`config.mk`:
```
export PLATFORM = sky130hd
export DESIGN_NAME = uart_frame_parser_flat
export DESIGN_NICKNAME = d
export VERILOG_FILES = /design/src/rtl/uart_frame_parser_if.sv /design/src/rtl/uart_frame_parser.sv /design/src/flat_wrapper.sv
export SDC_FILE = /design/constraint.sdc
export NUM_CORES = 1
export LEC_CHECK = 0
export ABC_CLOCK_PERIOD_IN_PS = 2800
export CAP_MARGIN = 10
export CORE_ASPECT_RATIO = 0.9
export CORE_MARGIN = 4
export CORE_UTILIZATION = 54
export DETAILED_ROUTE_END_ITERATION = 6
export HOLD_SLACK_MARGIN = 0.12
export PLACE_DENSITY = 0.85
export SETUP_SLACK_MARGIN = 0.4
export SLEW_MARGIN = 20
export SYNTH_ARGS = -nofsm -noshare
export SYNTH_HDL_FRONTEND = slang
export SYNTH_SLANG_ARGS = --single-unit
```
`constraint.sdc`:
```
create_clock -name sys_clk -period 2.8 [get_ports sys_clk]
set_clock_uncertainty 0.1 [all_clocks]
set_input_delay 0.84 -clock sys_clk [delete_from_list [all_inputs] [get_ports sys_clk]]
set_output_delay 0.84 -clock sys_clk [all_outputs]
set_load 0.02 [all_outputs]
```
`src/rtl/uart_frame_parser_if.sv`:
```
// rtl/uart_frame_parser_if.sv - byte-stream in / payload-replay out bundle of the frame parser
interface uart_frame_parser_if;
  logic [7:0] pi_data;
  logic       pi_flag;
  logic [7:0] pl_data;
  logic       pl_flag;
  logic [7:0] cmd_out;
  logic [7:0] len_out;
  logic       frame_ok;
  logic       frame_err;
  logic [1:0] err_code;

  modport master (
    output pi_data, pi_flag,
    input  pl_data, pl_flag, cmd_out, len_out, frame_ok, frame_err, err_code
  );

  modport slave (
    input  pi_data, pi_flag,
    output pl_data, pl_flag, cmd_out, len_out, frame_ok, frame_err, err_code
  );
endinterface

```
`src/rtl/uart_frame_parser.sv`:
```
// rtl/uart_frame_parser.sv - decodes AA 55 CMD LEN PAYLOAD CHK frames, buffers and replays verified payloads
module uart_frame_parser #(
  parameter int MAX_LEN = 8,
  parameter int TIMEOUT = 104_160
) (
  input  logic               sys_clk,
  input  logic               sys_rst_n,
  uart_frame_parser_if.slave bus
);

  localparam int          AW      = (MAX_LEN > 1) ? $clog2(MAX_LEN) : 1;
  localparam logic [23:0] TO_LAST = 24'(TIMEOUT - 1);

  typedef enum logic [2:0] {
    S_IDLE, S_HDR2, S_CMD, S_LEN, S_DATA, S_CHK, S_OUT
  } state_t;

  state_t      state_q, state_d;
  logic [23:0] cnt_q, cnt_d;
  logic [7:0]  idx_q, idx_d;
  logic [7:0]  sum_q, sum_d;
  logic [7:0]  cmd_q, cmd_d;
  logic [7:0]  len_q, len_d;
  logic [7:0]  pl_data_q, pl_data_d;
  logic        pl_flag_q, pl_flag_d;
  logic [7:0]  cmd_out_q, cmd_out_d;
  logic [7:0]  len_out_q, len_out_d;
  logic        frame_ok_q, frame_ok_d;
  logic        frame_err_q, frame_err_d;
  logic [1:0]  err_code_q, err_code_d;
  logic [7:0]  buf_q [MAX_LEN];
  logic        buf_we;

  logic in_frame, timeout_hit, len_over, chk_ok, emit_more;

  // A strobe landing on the expiry cycle wins over the timeout.
  assign in_frame    = state_q inside {S_HDR2, S_CMD, S_LEN, S_DATA, S_CHK};
  assign timeout_hit = in_frame && !bus.pi_flag && ((cnt_q + 24'd1) == TO_LAST);
  assign len_over    = bus.pi_data > 8'(MAX_LEN);
  assign chk_ok      = bus.pi_data == sum_q;
  assign emit_more   = idx_q < len_q;

  always_ff @(posedge sys_clk or negedge sys_rst_n) begin
    if (!sys_rst_n) state_q <= S_IDLE;
    else            state_q <= state_d;
  end

  always_comb begin
    state_d = state_q;
    case (state_q)
      S_IDLE: if (bus.pi_flag && bus.pi_data == 8'hAA) state_d = S_HDR2;
      S_HDR2: if (bus.pi_flag) begin
        if (bus.pi_data == 8'h55)      state_d = S_CMD;
        else if (bus.pi_data != 8'hAA) state_d = S_IDLE;
      end
      S_CMD:  if (bus.pi_flag) state_d = S_LEN;
      S_LEN:  if (bus.pi_flag) begin
        if (len_over)                 state_d = S_IDLE;
        else if (bus.pi_data == 8'd0) state_d = S_CHK;
        else                          state_d = S_DATA;
      end
      S_DATA: if (bus.pi_flag && idx_q == len_q - 8'd1) state_d = S_CHK;
      S_CHK:  if (bus.pi_flag) state_d = (chk_ok && len_q != 8'd0) ? S_OUT : S_IDLE;
      S_OUT:  if (!emit_more) state_d = S_IDLE;
      default: state_d = S_IDLE;
    endcase
    if (timeout_hit) state_d = S_IDLE;
  end

  always_comb begin
    cnt_d       = (bus.pi_flag || !in_frame) ? 24'd0 : cnt_q + 24'd1;
    idx_d       = idx_q;
    sum_d       = sum_q;
    cmd_d       = cmd_q;
    len_d       = len_q;
    pl_data_d   = pl_data_q;
    pl_flag_d   = 1'b0;
    cmd_out_d   = cmd_out_q;
    len_out_d   = len_out_q;
    frame_ok_d  = 1'b0;
    frame_err_d = 1'b0;
    err_code_d  = err_code_q;
    buf_we      = 1'b0;
    case (state_q)
      S_CMD: if (bus.pi_flag) begin
        cmd_d = bus.pi_data;
        sum_d = bus.pi_data;
      end
      S_LEN: if (bus.pi_flag) begin
        len_d = bus.pi_data;
        sum_d = sum_q + bus.pi_data;
        idx_d = 8'd0;
        if (len_over) begin
          frame_err_d = 1'b1;
          err_code_d  = 2'd1;
        end
      end
      S_DATA: if (bus.pi_flag) begin
        buf_we = 1'b1;
        sum_d  = sum_q + bus.pi_data;
        idx_d  = idx_q + 8'd1;
      end
      S_CHK: if (bus.pi_flag) begin
        if (!chk_ok) begin
          frame_err_d = 1'b1;
          err_code_d  = 2'd2;
        end else if (len_q == 8'd0) begin
          frame_ok_d = 1'b1;
          cmd_out_d  = cmd_q;
          len_out_d  = len_q;
          err_code_d = 2'd0;
        end else begin
          // First replay byte leaves on the checksum edge so the burst starts at T+1.
          pl_flag_d = 1'b1;
          pl_data_d = buf_q[0];
          idx_d     = 8'd1;
        end
      end
      S_OUT: begin
        if (emit_more) begin
          pl_flag_d = 1'b1;
          pl_data_d = buf_q[idx_q[AW-1:0]];
          idx_d     = idx_q + 8'd1;
        end else begin
          frame_ok_d = 1'b1;
          cmd_out_d  = cmd_q;
          len_out_d  = len_q;
          err_code_d = 2'd0;
        end
      end
      default: ;
    endcase
    if (timeout_hit) begin
      frame_err_d = 1'b1;
      err_code_d  = 2'd3;
    end
  end

  always_ff @(posedge sys_clk or negedge sys_rst_n) begin
    if (!sys_rst_n) begin
      cnt_q       <= 24'd0;
      idx_q       <= 8'd0;
      sum_q       <= 8'd0;
      cmd_q       <= 8'd0;
      len_q       <= 8'd0;
      pl_data_q   <= 8'd0;
      pl_flag_q   <= 1'b0;
      cmd_out_q   <= 8'd0;
      len_out_q   <= 8'd0;
      frame_ok_q  <= 1'b0;
      frame_err_q <= 1'b0;
      err_code_q  <= 2'd0;
    end else begin
      cnt_q       <= cnt_d;
      idx_q       <= idx_d;
      sum_q       <= sum_d;
      cmd_q       <= cmd_d;
      len_q       <= len_d;
      pl_data_q   <= pl_data_d;
      pl_flag_q   <= pl_flag_d;
      cmd_out_q   <= cmd_out_d;
      len_out_q   <= len_out_d;
      frame_ok_q  <= frame_ok_d;
      frame_err_q <= frame_err_d;
      err_code_q  <= err_code_d;
    end
  end

  // Payload store needs no reset: only entries written by the current frame are replayed.
  always_ff @(posedge sys_clk) begin
    if (buf_we) buf_q[idx_q[AW-1:0]] <= bus.pi_data;
  end

  assign bus.pl_data   = pl_data_q;
  assign bus.pl_flag   = pl_flag_q;
  assign bus.cmd_out   = cmd_out_q;
  assign bus.len_out   = len_out_q;
  assign bus.frame_ok  = frame_ok_q;
  assign bus.frame_err = frame_err_q;
  assign bus.err_code  = err_code_q;

endmodule

```
`src/flat_wrapper.sv`:
```
// flat-port wrapper written by rule: the top's interface ports become plain ports
module uart_frame_parser_flat 
#(
  parameter int MAX_LEN = 8,
  parameter int TIMEOUT = 104_160
)
  (sys_clk, sys_rst_n, bus_pi_data, bus_pi_flag, bus_pl_data, bus_pl_flag, bus_cmd_out, bus_len_out, bus_frame_ok, bus_frame_err, bus_err_code);
  uart_frame_parser_if bus_i ();
  input  logic sys_clk;
  input  logic sys_rst_n;
  input wire logic [$bits(bus_i.pi_data)-1:0] bus_pi_data;
  input wire logic [$bits(bus_i.pi_flag)-1:0] bus_pi_flag;
  output wire logic [$bits(bus_i.pl_data)-1:0] bus_pl_data;
  output wire logic [$bits(bus_i.pl_flag)-1:0] bus_pl_flag;
  output wire logic [$bits(bus_i.cmd_out)-1:0] bus_cmd_out;
  output wire logic [$bits(bus_i.len_out)-1:0] bus_len_out;
  output wire logic [$bits(bus_i.frame_ok)-1:0] bus_frame_ok;
  output wire logic [$bits(bus_i.frame_err)-1:0] bus_frame_err;
  output wire logic [$bits(bus_i.err_code)-1:0] bus_err_code;
  assign bus_i.pi_data = bus_pi_data;
  assign bus_i.pi_flag = bus_pi_flag;
  assign bus_pl_data = bus_i.pl_data;
  assign bus_pl_flag = bus_i.pl_flag;
  assign bus_cmd_out = bus_i.cmd_out;
  assign bus_len_out = bus_i.len_out;
  assign bus_frame_ok = bus_i.frame_ok;
  assign bus_frame_err = bus_i.frame_err;
  assign bus_err_code = bus_i.err_code;
  uart_frame_parser #(.MAX_LEN(MAX_LEN), .TIMEOUT(TIMEOUT)) u_core (.sys_clk(sys_clk), .sys_rst_n(sys_rst_n), .bus(bus_i));
endmodule
```
* Yosys cells after proc, flatten, opt, wreduce, memory -nomap -nowiden
Memory sizes are Yosys's and may differ from the RTL's. Cells that the tools add are included.
Storage, ports and cells: word-level logic and storage cells 146, bits in writable memories 64, memories kept 1, register bits 88, bits of input ports 11, output and inout port bits 29
Memory list:
- u_core.buf_q | depth 8, width 8, rd ports 2, clocked after Yosys merged registers in 0, write ports 1, RTL line uart_frame_parser.sv:31 | logic [7:0] buf_q [MAX_LEN];
Operators by class: add/subtract/negate cells 4, magnitude comparators 2, multiplexer cells 68, reduce and logical (&&, ||, !) cells 26, equality and inequality tests 32
Operators by type and width (number):
- two-way mux 8 bit | 20
- case mux 8 bit (2 select lines) | 4
- two-way mux 3 bit | 12
- case mux 8 bit (4 select lines) | 1
- adder 24 x 1 -> 24 bit (second input constant) | 1
- == test 24 x 17 -> 1 bit (second input constant) | 1
- two-way mux 24 bit | 1
- case mux 3 bit (7 select lines) | 1
- two-way mux 1 bit | 18
- != test 3 x 2 -> 1 bit (second input constant) | 6
- == test 8 bit | 2
- zero test 8 bit | 2
- two-way mux 2 bit | 7
- != test 2 bit (second input constant) | 7
- AND reduction 5 bit | 2
- == test 3 bit (second input constant) | 3
- adder 8 x 1 -> 8 bit (second input constant) | 1
- adder 8 bit | 1
- == test 8 x 7 -> 1 bit (second input constant) | 1
- == test 8 bit (second input constant) | 1
- greater-than comparator 8 x 4 -> 1 bit (second input constant) | 1
- < comparator 8 bit | 1
- != test 4 x 3 -> 1 bit (second input constant) | 2
- != test 8 bit (second input constant) | 1
- 21 further kinds | 35

* Logic depth before layout (Yosys ltp)
Gate-level depths: netlist of run 1.
depth after elaboration 6, depth in mapped cells 11, mapped depth without buffers 10

* Worst setup path after synthesis of run 1
Ideal clock, no wire load.
path type input port to flip-flop, start point in bus_pi_data[6], end point reg u_core.idx_q[3], arrival time 2821 ps, slack -231 ps, library setup time 110 ps, stages on the path 9, path through ha_1 -> nor4_1 -> nand3_1 -> o32a_1 -> o21ai_1 -> o211ai_2 -> or2_0 -> clkbuf_1 -> o41ai_1
On the way: longest elaborated chain between the ends 3
Ends and longest elaborated chain:
- from (decl) | RTL line flat_wrapper.sv:11 | input wire logic [$bits(bus_i.pi_data)-1:0] bus_pi_data;
- == test 8 bit | RTL line uart_frame_parser.sv:40 | assign chk_ok = bus.pi_data == sum_q;
- != test 2 x 1 -> 1 bit (no source line)
- AND reduction 7 bit (no source line)
- to (signal assigned) | RTL line uart_frame_parser.sv:155 | idx_q <= idx_d;
- to (decl) | RTL line uart_frame_parser.sv:20 | logic [7:0] idx_q, idx_d;
No other way between the ends. A chain may end at the register's enable or synchronous reset.

* Worst setup path in the final report of run 1
Same ends and word-level chain as after synthesis.

==> impl_metrics.json, run 1 <==
{
  "clock_tree.htree_level_count": 4,
  "num_rows": 41,
  "tritoncts.num_buffers": 17,
  "fin_setup_tns_ns": 0,
  "grt_pass1_vias": 6408,
  "rsz0062_at_grt": "yes",
  "power.density_cell_area_nw_per_um2": 670,
  "synthFlopType": "sky130_fd_sc_hd__dfrtp_1",
  "post_synth.cell_area_avg_um2": 11.2,
  "place_area_um2": 8900,
  "first_pass_grt_wire_length_mm": 33.2,
  "power.share.switching": 0.323,
  "drc_errors": 0,
  "netlist_area_um2": 7740,
  "vias_per_cell": 6.34,
  "power_report.internal_total_mw": 4.61,
  "overflow": 0,
  "worst_slew_margin_rel": 0.524,
  "clkSlewWorstSetupHoldPaths_ns": 0.07,
  "timing.final.setup_violations": 0,
  "max_slew.worst_pin.slew_ns": 0.713,
  "leakagePower_nw": 4.29,
  "clock_latency_ns": 0.43,
  "p_clk_frac": 0.322,
  "timing.final.hold_violations": 0,
  "largest_net_degree_at_the_start_of_global_routing": 53,
  "postSynthRegisterBits": 152,
  "holdCritPathClass": "input pin to asynchronous set/reset pin",
  "worstPathRequired_ns": 3.01,
  "dpl.hpwl_mm": 13.7,
  "worst_r2r_startpoint": "u_core.len_q[4]",
  "nets": 858,
  "total_switching_power_mw": 2.20,
  "area_delta_synth_final_pct": 31.2,
  "fin_worst_hold_slack_ns": 0.341,
  "reg2reg_slack_ns": 0.14,
  "cpPeakStageDelay_ns": 0.38,
  "yosys_warnings": 0,
  "path_max_fanout": 3,
  "worst_setup_path_startpoint": "bus_pi_data[6]",
  "wl_on_met1_mm": 8.23,
  "layout_min_cycle_time_ns": 2.70,
  "globalRouteTotalUtil": 0.265,
  "timing.critical_path.cells": "buf_8 -> ha_4 -> nor4_4 -> nand3_2 -> o32a_1 -> o21ai_2 -> o211ai_2 -> or2_4 -> o41ai_4",
  "run_status": "completed",
  "vertical_die_dimension_um": 122,
  "dr.max_layer_used": "met4",
  "drt-initial-drc-count": 657,
  "clock_sinks": 152,
  "pwr-share-seq": 0.398,
  "post-synth-top-area-fraction": 0.284,
  "final-instance-count-excl-fill": 1032,
  "die_area_um2": 16300,
  "endpoint_kind": "flop",
  "syn-num-nets": 726,
  "core_um2": 14100,
  "layout-drive-gt1-share": 0.331,
  "critPathKind": "input pin to flop",
  "report.power.total_mw": 6.81,
  "synth.top_cells.by_area": "sky130_fd_sc_hd__dfrtp_1 (28%), sky130_fd_sc_hd__edfxtp_1 (25%), sky130_fd_sc_hd__mux2_2 (3.8%), sky130_fd_sc_hd__ha_1 (3.2%), sky130_fd_sc_hd__nor2_1 (3.2%)",
  "worst_slack_at_placement_ns": -0.836,
  "crit_path_top_delay_cell": "sky130_fd_sc_hd__o41ai_4",
  "wl_met2_mm": 11.5,
  "drt_pre_antenna_iters": 5,
  "setup.worst_path.start_class": "input pin",
  "route.detailed.wl_per_inst_um": 22.0,
  "final_max_slew_viol_count": 0,
  "combinational_share_of_power": 0.280,
  "count_of_different_cell_masters_after_synthesis": 72,
  "ys_async_sr_fraction": 0.579,
  "peakVddDrop_mv": 0.538,
  "post_route_clock_period_utilization": 0.965,
  "via_count": 6542,
  "synthCells": 694,
  "cell_area_after_layout_um2": 10200,
  "drv_cap": 0,
  "placed_cells": 961,
  "synth-edff-count": 64,
  "number_of_antenna_violations_at_the_first_check_in_global_routing": 0,
  "cts_tree": "built",
  "post-route-worst-setup-slack_ns": 0.0990,
  "start_util": 0.551,
  "achievable-frequency_ghz": 0.370,
  "drt.antenna.violating_nets": 0,
  "final_core_utilization": 0.723,
  "total_inserted_antenna_cells": 0,
  "yosys.area.top_type": "sky130_fd_sc_hd__dfrtp_1",
  "totalWireLength_mm": 22.7,
  "final_common_cell": "sky130_fd_sc_hd__buf_4",
  "placement.io_buffers": 39,
  "root_buf_cell": "sky130_fd_sc_hd__clkbuf_16",
  "chipWidth_um": 134,
  "max-clock-path-buffers": 2,
  "wl_met3_mm": 1.81,
  "ys_seq_area_frac": 0.532,
  "worst-endpoint-arrival_ns": 2.91,
  "routabilityCongestion": 0.956,
  "layout.cells.most_common_list": "sky130_fd_sc_hd__buf_4 (99), sky130_fd_sc_hd__dfrtp_1 (76), sky130_fd_sc_hd__nor2_1 (65)",
  "number_of_primary_i_o_pins": 40
}
-- area by class of cell --
type | count | area, µm²
clock buffer | 20 | 447
clock inverter | 12 | 108
fill | 874 | 3900
inverter | 29 | 111
multi-input combinational | 479 | 3850
sequential | 152 | 4140
tap | 193 | 241
timing repair buffer | 147 | 1260
-- registers in the layout, indices dropped and copies added, names as in the netlist, 2 cells and up --
| register | count |
|---|---|
| u_core.buf_q | 64 |
| u_core.bus.cmd_out | 8 |
| u_core.bus.err_code | 2 |
| u_core.bus.len_out | 8 |
| u_core.bus.pl_data | 8 |
| u_core.cmd_q | 8 |
| u_core.cnt_q | 24 |
| u_core.idx_q | 8 |
| u_core.len_q | 8 |
| u_core.state_q | 3 |
| u_core.sum_q | 8 |
-- per-layer routing --
layer  vias up  global-route usage
met3       117              0.0628
met4         0               0.123
li1       2803                   -
met5         -                   0
met2       425               0.460
met1      3197               0.313
-- worst paths after layout --
| path | cells after the start | to |
|---|---|---|
| worst max-delay path | 9 | u_core.idx_q[3] |
| worst min-delay path | 1 | u_core.bus.frame_ok |
| worst max register to register | 10 | u_core.idx_q[3] |
| worst min register to register | 2 | u_core.cmd_q[4] |
| max in group asynchronous | 2 | u_core.sum_q[4] |
| min in group sys_clk | 2 | u_core.cmd_q[4] |
-- kinds of logic (layout without fill, tap and decap cells) --
| group | count (synthesis) | after routing | share of synthesized area |
|---|---|---|---|
| adders and majority gates | 22 | 22 | 0.0362 |
| xor gates and xnor gates | 34 | 34 | 0.0384 |
| DFF | 152 | 152 | 0.532 |
| buffers and inverters | 63 | 208 | 0.0330 |
| AOI/OAI and AO/OA | 140 | 140 | 0.116 |
| muxes | 48 | 48 | 0.0840 |
| and+or+nand+nor | 235 | 235 | 0.160 |
-- synth_stat cells (all sizes together), types with 4 or more instances --
master,number
a211oi,6
a21o,6
a21oi,33
a31oi,11
and3,8
buf,7
clkbuf,27
dfrtp,88
edfxtp,64
ha,20
inv,28
mux2,26
mux2i,11
mux4,11
nand2,59
nand2b,15
nand3,16
nand4,10
nor2,66
nor2b,6
nor3,16
nor4,10
o21a,4
o21ai,38
o22ai,10
o31ai,4
o41ai,4
or2,4
or3,9
xnor2,18
xor2,16
-- critical path: cells and delay by family --
family / cells / cell delay, ns
compound gates: 4 / 0.98
fa+ha+maj: 1 / 0.24
buf+inv: 1 / 0.10
simple gates: 3 / 0.76
-- timing repair --
action                     CTS  global route
cloned                       2             0
resized for setup           96            40
setup endpoints to repair   55            40
setup buffers               14            23
pin swaps                   32            20
hold buffers                 0             0
-- power by group through the flow --
stage	Clock, mW	Sequential, mW	Combinational (mW)
after floorplan	0	2.67	1.09
after global placement	0	2.70	1.49
after detailed placement	0	2.72	1.59
after CTS	2.20	2.69	1.79
after global routing	2.31	2.72	2.01
final	2.19	2.71	1.91
Power figures use the tool's default switching activity.
==> run 2: changes to the inputs <==
Settings changed: SLEW_MARGIN 20 to default.
==> results of run 2 <==
Final layout, timing and power as in run 1 (identical DEF).
